===== src/rtl/am_class_streamer.sv =====
// am_class_streamer
// Reads class hypervectors out of the class-HV SRAM in linear order
// (segment-major, class-minor) and hands them to the associative memory
// over a valid/ready port. A small output FIFO absorbs the 1-cycle SRAM
// read latency so that the stream runs at one HV per cycle when the
// consumer keeps ready high. Requests are only issued when a slot is
// guaranteed to be free by the time the read data comes back.

module am_class_streamer #(
   parameter int unsigned HVDimension = 512,
   parameter int unsigned DataWidth   = 8,
   parameter int unsigned AddrWidth   = 10,
   parameter int unsigned FifoDepth   = 2
) (
   input  logic                   clk_i,
   input  logic                   rst_ni,
   input  logic                   start_i,
   input  logic                   abort_i,
   output logic                   busy_o,
   output logic                   done_o,
   input  logic [DataWidth-1:0]   num_class_i,
   input  logic                   extend_enable_i,
   input  logic [4:0]             extend_count_i,
   input  logic [AddrWidth-1:0]   base_addr_i,
   output logic                   mem_req_o,
   output logic [AddrWidth-1:0]   mem_addr_o,
   input  logic [HVDimension-1:0] mem_rdata_i,
   output logic [HVDimension-1:0] class_hv_o,
   output logic                   class_hv_valid_o,
   input  logic                   class_hv_ready_i
);

   // Transfer counters must hold num_class * 31 segments.
   localparam int unsigned CntW = DataWidth + 5;
   // FIFO read/write pointer width.
   localparam int unsigned PtrW = (FifoDepth > 1) ? $clog2(FifoDepth) : 1;
   // Occupancy width, one spare bit so fifo_cnt + inflight never overflows.
   localparam int unsigned OccW = $clog2(FifoDepth + 1) + 1;

   typedef enum logic [1:0] {
      ST_IDLE   = 2'd0,
      ST_STREAM = 2'd1,
      ST_FLUSH  = 2'd2
   } state_t;

   state_t r_state;
   state_t w_state_next;

   // Stream configuration captured at start.
   logic [CntW-1:0]        r_total;
   logic [AddrWidth-1:0]   r_base;

   // Progress counters.
   logic [CntW-1:0]        r_issued;
   logic [CntW-1:0]        r_popped;
   logic                   r_inflight;
   logic                   r_zero_done;

   // Output FIFO.
   logic [HVDimension-1:0] r_fifo_mem [FifoDepth];
   logic [PtrW-1:0]        r_wr_ptr;
   logic [PtrW-1:0]        r_rd_ptr;
   logic [OccW-1:0]        r_fifo_cnt;

   // Combinational helpers.
   logic [4:0]             w_eff_seg;
   logic [CntW-1:0]        w_start_total;
   logic                   w_start_go;
   logic                   w_start_zero;
   logic                   w_fifo_valid;
   logic                   w_pop;
   logic                   w_push;
   logic [OccW-1:0]        w_occ;
   logic                   w_room;
   logic                   w_mem_req;
   logic [CntW-1:0]        w_popped_inc;

   // Advance a FIFO pointer, wrapping at the configured depth.
   function automatic logic [PtrW-1:0] ptr_inc(input logic [PtrW-1:0] p);
      if (p == PtrW'(FifoDepth - 1)) begin
         return '0;
      end
      return p + 1'b1;
   endfunction

   // Segment count: expansion only counts when enabled with a non-zero count.
   assign w_eff_seg     = (extend_enable_i && (extend_count_i != 5'd0)) ? extend_count_i : 5'd1;
   assign w_start_total = CntW'(num_class_i) * CntW'(w_eff_seg);

   assign w_start_go    = (r_state == ST_IDLE) && start_i && !abort_i && (w_start_total != '0);
   assign w_start_zero  = (r_state == ST_IDLE) && start_i && !abort_i && (w_start_total == '0);

   assign w_fifo_valid  = (r_fifo_cnt != '0);
   assign w_pop         = w_fifo_valid && class_hv_ready_i;
   // Read data for an aborted stream is dropped on the floor.
   assign w_push        = r_inflight && !abort_i;

   // Occupancy the FIFO will have once this cycle's pop and the in-flight
   // read have both landed; a new request is only safe if that leaves room.
   assign w_occ         = r_fifo_cnt
                        + {{(OccW-1){1'b0}}, r_inflight}
                        - {{(OccW-1){1'b0}}, w_pop};
   assign w_room        = (w_occ < OccW'(FifoDepth));

   assign w_popped_inc  = r_popped + 1'b1;

   // Next-state and request generation.
   always_comb begin
      w_state_next = r_state;
      w_mem_req    = 1'b0;
      case (r_state)
         ST_IDLE: begin
            if (w_start_go) begin
               w_state_next = ST_STREAM;
            end
         end
         ST_STREAM: begin
            w_mem_req = (r_issued < r_total) && w_room;
            if (abort_i) begin
               w_state_next = ST_IDLE;
            end else if (w_pop && (w_popped_inc == r_total)) begin
               w_state_next = ST_FLUSH;
            end
         end
         ST_FLUSH: begin
            w_state_next = ST_IDLE;
         end
         default: begin
            w_state_next = ST_IDLE;
         end
      endcase
      if (abort_i) begin
         w_state_next = ST_IDLE;
      end
   end

   // State register.
   always_ff @(posedge clk_i or negedge rst_ni) begin
      if (!rst_ni) begin
         r_state <= ST_IDLE;
      end else begin
         r_state <= w_state_next;
      end
   end

   // Stream configuration, issue/pop counters and the in-flight flag.
   always_ff @(posedge clk_i or negedge rst_ni) begin
      if (!rst_ni) begin
         r_total     <= '0;
         r_base      <= '0;
         r_issued    <= '0;
         r_popped    <= '0;
         r_inflight  <= 1'b0;
         r_zero_done <= 1'b0;
      end else if (abort_i) begin
         r_issued    <= '0;
         r_popped    <= '0;
         r_inflight  <= 1'b0;
         r_zero_done <= 1'b0;
      end else begin
         r_zero_done <= w_start_zero;
         r_inflight  <= w_mem_req;
         if (w_start_go) begin
            r_total  <= w_start_total;
            r_base   <= base_addr_i;
            r_issued <= '0;
            r_popped <= '0;
         end else begin
            if (w_mem_req) begin
               r_issued <= r_issued + 1'b1;
            end
            if (w_pop) begin
               r_popped <= w_popped_inc;
            end
         end
      end
   end

   // FIFO pointers and occupancy; abort empties the buffer.
   always_ff @(posedge clk_i or negedge rst_ni) begin
      if (!rst_ni) begin
         r_wr_ptr   <= '0;
         r_rd_ptr   <= '0;
         r_fifo_cnt <= '0;
      end else if (abort_i) begin
         r_wr_ptr   <= '0;
         r_rd_ptr   <= '0;
         r_fifo_cnt <= '0;
      end else begin
         if (w_push) begin
            r_wr_ptr <= ptr_inc(r_wr_ptr);
         end
         if (w_pop) begin
            r_rd_ptr <= ptr_inc(r_rd_ptr);
         end
         case ({w_push, w_pop})
            2'b10:   r_fifo_cnt <= r_fifo_cnt + 1'b1;
            2'b01:   r_fifo_cnt <= r_fifo_cnt - 1'b1;
            default: r_fifo_cnt <= r_fifo_cnt;
         endcase
      end
   end

   // FIFO storage; contents are only observable while the entry is valid,
   // so the wide data array needs no reset.
   always_ff @(posedge clk_i) begin
      if (w_push) begin
         r_fifo_mem[r_wr_ptr] <= mem_rdata_i;
      end
   end

   assign busy_o           = (r_state != ST_IDLE);
   assign done_o           = (r_state == ST_FLUSH) || r_zero_done;
   assign mem_req_o        = w_mem_req;
   assign mem_addr_o       = r_base + AddrWidth'(r_issued);
   assign class_hv_valid_o = w_fifo_valid;
   // Head is masked while empty so the port reads zero out of reset.
   assign class_hv_o       = w_fifo_valid ? r_fifo_mem[r_rd_ptr] : '0;

endmodule

===== config.mk =====
export PLATFORM = sky130hd
export DESIGN_NAME = am_class_streamer
export DESIGN_NICKNAME = d
export VERILOG_FILES = /design/src/rtl/am_class_streamer.sv
export SDC_FILE = /design/constraint.sdc
export NUM_CORES = 1
export LEC_CHECK = 0
export CORE_AREA = 2 2 411 413
export DETAILED_ROUTE_END_ITERATION = 8
export DIE_AREA = 0 0 413 415
export MAX_ROUTING_LAYER = met4
export PLACE_DENSITY = 0.44
export RECOVER_POWER = 100
export SETUP_SLACK_MARGIN = 0.05
export SYNTH_ARGS = -nofsm -noshare
export SYNTH_HDL_FRONTEND = slang
export SYNTH_SLANG_ARGS = --single-unit

===== constraint.sdc =====
create_clock -name clk_i -period 46.5 [get_ports clk_i]
set_input_delay 13.95 -clock clk_i [delete_from_list [all_inputs] [get_ports clk_i]]
set_output_delay 13.95 -clock clk_i [all_outputs]
set_load 0.01 [all_outputs]

Yosys cells after proc, flatten, opt, wreduce, memory -nomap -nowiden
Memory sizes are Yosys's and may differ from the RTL's.
Index checks and enable logic that the tools add are counted.
- $add $sub $neg: 9
- reductions and logical operators: 24
- eq/ne operators: 7
- $mul: 1
- bitwise operators: 1
- order comparisons: 2
- mux-type cells: 33
- operator list (cell ; count):
    512-bit two-way mux ; 1
    13-bit two-way mux ; 6
    13-bit by 1-bit adder with 13-bit output, second input constant ; 2
    1-bit two-way mux ; 19
    13-bit == test ; 1
    13-bit logical NOT ; 1
    13-bit less-than comparator ; 1
    8-bit by 5-bit multiplier with 13-bit output ; 1
    13-bit nonzero test ; 1
    3-bit nonzero test ; 4
    10-bit adder ; 1
    1-bit logical AND ; 9
    2-bit two-way mux ; 3
    3-bit != test, second input constant ; 2
    3-bit one-hot mux with 2 select lines ; 1
    2-bit nonzero test ; 3
    5-bit two-way mux ; 1
    5-bit nonzero test ; 1
    2-bit by 1-bit == test with 1-bit output, second input constant ; 2
    2-bit == test, second input constant ; 2
    2-bit one-hot mux with 2 select lines ; 1
    2-bit AND reduction ; 2
    3-bit by 1-bit adder with 3-bit output ; 1
    3-bit by 1-bit adder with 3-bit output, second input constant ; 1
    other kinds (9) ; 10
- word-level logic and storage cells: 88
- output and inout port bits: 526
- input bits: 541
- RAM bits: 1024
- memories kept: 1
- flip-flop bits (word level): 58
- memory list (memory ; words ; width ; rd ports ; clocked after memory_dff ; write ports ; RTL line ; source):
    r_fifo_mem ; 2 ; 512 ; 1 ; 0 ; 1 ; 60 ; logic [HVDimension-1:0] r_fifo_mem [FifoDepth];

Logic depth before layout (Yosys ltp)
- depth in word-level cells: 9
- gate-level depth with buffers: 17
- depth with buffers taken out: 15

Worst setup path before layout
Ideal clock, no wire load.
- kind: input port to flip-flop
- start point: input port abort_i
- end point: memory r_fifo_mem[0][0], enable pin
- stages on the path: 2
- path buffers: 1
- path slack: -6.669 ns
- arrival time: 51.051 ns
- library setup time: 2.119 ns
- data required time: 44.381 ns
- cell sequence: clkbuf_1 > nor3b_1
- longest elaborated chain between the ends: 4
- ends and longest elaborated chain (element ; RTL line ; source):
    from (decl) ; 18 ; input logic abort_i,
    1-bit logical NOT ; 96 ; assign w_push = r_inflight && !abort_i;
    1-bit logical AND ; 96 ;
    1-bit two-way mux ; 207 ; if (w_push) begin
    1-bit two-way mux (not written as such) ; 208 ; r_fifo_mem[r_wr_ptr] <= mem_rdata_i;
    to (decl) ; 60 ;
No other way between the ends.

Final worst setup path
- start point: input port class_hv_ready_i
- end point: output port mem_req_o
- longest elaborated chain between the ends: 5
- ends and longest elaborated chain (element ; RTL line ; source):
    from (decl) ; 30 ; input logic class_hv_ready_i
    1-bit logical AND ; 94 ; assign w_pop = w_fifo_valid && class_hv_ready_i;
    3-bit by 1-bit subtractor with 3-bit output ; 102 ; - {{(OccW-1){1'b0}}, w_pop};
    3-bit by 2-bit less-than comparator with 1-bit output ; 103 ; assign w_room = (w_occ < OccW'(FifoDepth));
    1-bit logical AND ; 118 ; w_mem_req = (r_issued < r_total) && w_room;
    1-bit two-way mux ; 111 ; case (r_state)
    to (decl) ; 25 ; output logic mem_req_o,
No other way between the ends.

==> insert_results.sql <==
INSERT INTO impl_metrics (metric_group, metric, value, unit) VALUES
('cells_and_area', 'post_route_cells_drive_above_1_share', '4.74', '%'),
('place', 'dpl-instance-area', '0.0565', 'mm²'),
('worst_setup_path', 'critPathLaunchType', 'primary input', ''),
('place', 'gp_congestion', '0.814', ''),
('cts', 'tritoncts_num_sinks', '1082', ''),
('yosys', 'synth_ff_type', 'sky130_fd_sc_hd__edfxtp_1', ''),
('detailed_routing', 'vias', '26940', ''),
('floorplan', 'boundaryPins', '1067', ''),
('yosys', 'synth_top_cell_by_area', 'sky130_fd_sc_hd__edfxtp_1', ''),
('floorplan', 'fp.dieH', '415', 'µm'),
('power_and_ir_drop', 'power-per-cell-area', '59.7', 'mW/mm²'),
('yosys', 'async_flop_share', '5.36', '%'),
('worst_setup_path', 'cp_slowest_cell', 'sky130_fd_sc_hd__dlygate4sd3_1', ''),
('cts', 'cts-htree-levels', '4', ''),
('cells_and_area', 'postLayoutCoreUtil', '36.3', '%'),
('timing', 'slew_headroom', '-494', '%'),
('yosys', 'ys_seq_area_share', '74.5', '%'),
('yosys', 'syn_nets', '3309', ''),
('timing', 'report.final.hold_viol_count', '0', ''),
('cts', 'cts_tree', 'yes', ''),
('global_routing', 'grt_pass1_wl', '203', 'mm'),
('yosys', 'netlist.area_leader.share', '71.1', '%'),
('worst_setup_path', 'worst-path-buf-inv', '4', ''),
('yosys', 'synth_top_cells_by_area', 'sky130_fd_sc_hd__edfxtp_1 (71%), sky130_fd_sc_hd__mux2i_1 (12%), sky130_fd_sc_hd__nor2_1 (4.6%), sky130_fd_sc_hd__dfrtp_1 (3.4%), sky130_fd_sc_hd__ha_1 (1.3%)', ''),
('global_routing', 'grt_max_degree', '146', ''),
('global_routing', 'grt_pass1_vias', '26913', ''),
('cells_and_area', 'stdcell_count', '6158', ''),
('detailed_routing', 'post_drt_via_cell_ratio', '4.37', ''),
('cells_and_area', 'final_area', '0.0605', 'mm²'),
('timing', 'finalWorstPathRequiredPeriod', '31880', 'ps'),
('yosys', 'yosysUniqueCellTypes', '56', ''),
('cells_and_area', 'nets', '4411', ''),
('place', 'place.port_buffers', '1066', ''),
('detailed_routing', 'final_antenna_net_count', '0', ''),
('detailed_routing', 'finalWirelength', '147', 'mm'),
('floorplan', 'fp.dieArea', '0.171', 'mm²'),
('detailed_routing', 'drt_pass1_iterations', '5', ''),
('global_routing', 'global_router_s_overall_resource_usage', '17.3', '%'),
('yosys', 'synthesis.area_per_instance', '16.0', 'µm²'),
('detailed_routing', 'wl_per_cell', '23.8', 'µm'),
('outcome', 'violations_in_the_final_reports', 'max-capacitance violations, max-slew violations', ''),
('worst_hold_path', 'worst_hold_path_type', 'reg2reg', ''),
('run', 'cap_viol_max_count', '27', ''),
('cells_and_area', 'layout_commonest_cell', 'sky130_fd_sc_hd__dlygate4sd3_1', ''),
('power_and_ir_drop', 'p_leak', '21.4', 'nW'),
('worst_setup_path', 'worstPathRequired', '32550', 'ps'),
('timing', 'rsz0062_at_grt', 'false', ''),
('place', 'dpl.cell_count', '5873', ''),
('yosys', 'warnings_from_yosys', '0', ''),
('place', 'detailed_place_hpwl', '104', 'mm'),
('detailed_routing', 'drt_drc_violations_left', '0', ''),
('cells_and_area', 'layout.cells.most_common_list', 'sky130_fd_sc_hd__dlygate4sd3_1 (1032), sky130_fd_sc_hd__edfxtp_1 (1024), sky130_fd_sc_hd__nor2_1 (533)', ''),
('worst_setup_path', 'critical_path.cell_chain', 'clkdlybuf4s50_1, nand2_1, inv_1, ha_1, nand2b_1, fa_1, xnor2_1, xnor2_1, a211oi_1, o31ai_1, or2_0, inv_1, dlygate4sd3_1', ''),
('outcome', 'status', 'finished with violations', ''),
('timing', 'totalNegativeSetupSlack', '0', 'ps'),
('timing', 'clock.fmax', '31.4', 'MHz'),
('timing', 'setup_viol_count_final', '0', ''),
('cts', 'numCtsBuffers', '133', ''),
('worst_setup_path', 'ff2ff_setup_slack', '32230', 'ps'),
('yosys', 'post_synth_inst_count', '2702', ''),
('global_routing', 'grt_antenna_before_repair', '181', ''),
('power_and_ir_drop', 'totalPowerFinal', '3.61', 'mW'),
('yosys', 'synth_seq_cells', '1082', ''),
('timing', 'slew_viol_final', '1727', ''),
('worst_setup_path', 'worst_path_dominant_cell_family', 'buffers and inverters', ''),
('worst_setup_path', 'endpoint_kind', 'output port', ''),
('floorplan', 'core', '0.167', 'mm²'),
('cts', 'root_buffer', 'sky130_fd_sc_hd__clkbuf_16', ''),
('cts', 'clk_path_buf_depth', '3', ''),
('cts', 'buffer_count_from_post_cts_setup_fixing', '0', ''),
('worst_setup_path', 'worst-endpoint-arrival', '17930', 'ps');
worst paths after layout:
| check | startpoint | to | cells past startpoint |
|---|---|---|---|
| setup / recovery | class_hv_ready_i | mem_req_o | 13 |
| hold / removal | r_state[1]$_DFFE_PN0P_ | r_state[1]$_DFFE_PN0P_ | 1 |
| setup reg to reg | r_inflight$_DFF_PN0_ | r_fifo_mem[1][418]$_DFFE_PP_ | 4 |
| hold reg to reg | r_state[1]$_DFFE_PN0P_ | r_state[1]$_DFFE_PN0P_ | 1 |
| max in group asynchronous | rst_ni | r_rd_ptr$_DFFE_PN0P_ | 2 |
| min in group asynchronous | rst_ni | r_base[8]$_DFFE_PN0P_ | 2 |
logic make-up after synthesis:
kind of cell	Yosys count	synth area share [%]
mux	534	12.4
compound gates	74	1.18
fa+ha+maj	66	2.28
simple gates	696	6.74
xor+xnor	60	1.22
flops	1082	74.5
buf+inv	190	1.68
state kept, by name, summed over array words and instances, names as in the netlist:
| register | cells |
|---|---|
| r_inflight | 1 |
| r_state | 2 |
| r_base | 10 |
| r_total | 13 |
| r_fifo_cnt | 3 |
| r_zero_done | 1 |
| r_issued | 13 |
| r_popped | 13 |
| r_fifo_mem | 1024 |
| r_rd_ptr | 1 |
| r_wr_ptr | 1 |
area by class of cell:
cell class,instances,area [µm²],area share (%)
clock buffers,171,3510,5.80
well taps,2204,2760,4.56
flip-flops and latches,1082,32200,53.2
clock inverters,62,558,0.922
inverters,55,206,0.341
diodes,52,130,0.215
repair buffers,1102,10900,17.9
multi-input cells,1430,10300,17.0
stage by stage:
step | hold WS, ps | setup slack (ps)
4_1_cts | 470 | 14650
2_1_floorplan | 430 | 11620
5_1_grt | 501 | 14220
3_3_place_gp | 450 | 14680
6_report | 475 | 14620
3_5_place_dp | 462 | 14660
power by group:
part           total [mW]  switching, mW  internal, mW
sequential           1.19         0.0294          1.16
combinational        1.44          0.834         0.602
clock               0.983          0.410         0.573
total                3.61           1.27          2.34
metal layers:
layer  wire length (µm)  part of all wire [%]  GRT usage, %  up-vias
met3              11100                   7.6          5.65      427
met2              75300                    51          30.0     1022
met1              55700                    38          18.7    13192
met5                  0                     0             -        -
met4               4760                   3.2          4.72        0
li1                   -                     -             -    12299
cell usage after synthesis (all sizes together) (17+ instances only):
library cell  count
nor2            533
and3             31
xor2             20
nand3            23
xnor2            40
edfxtp         1024
nand2            23
dfrtp            58
nor3             34
inv              55
buf              47
mux2i           517
clkbuf           88
a21oi            17
mux2             17
fa               21
ha               45
Note: power is estimated with default switching activity, not from simulation.
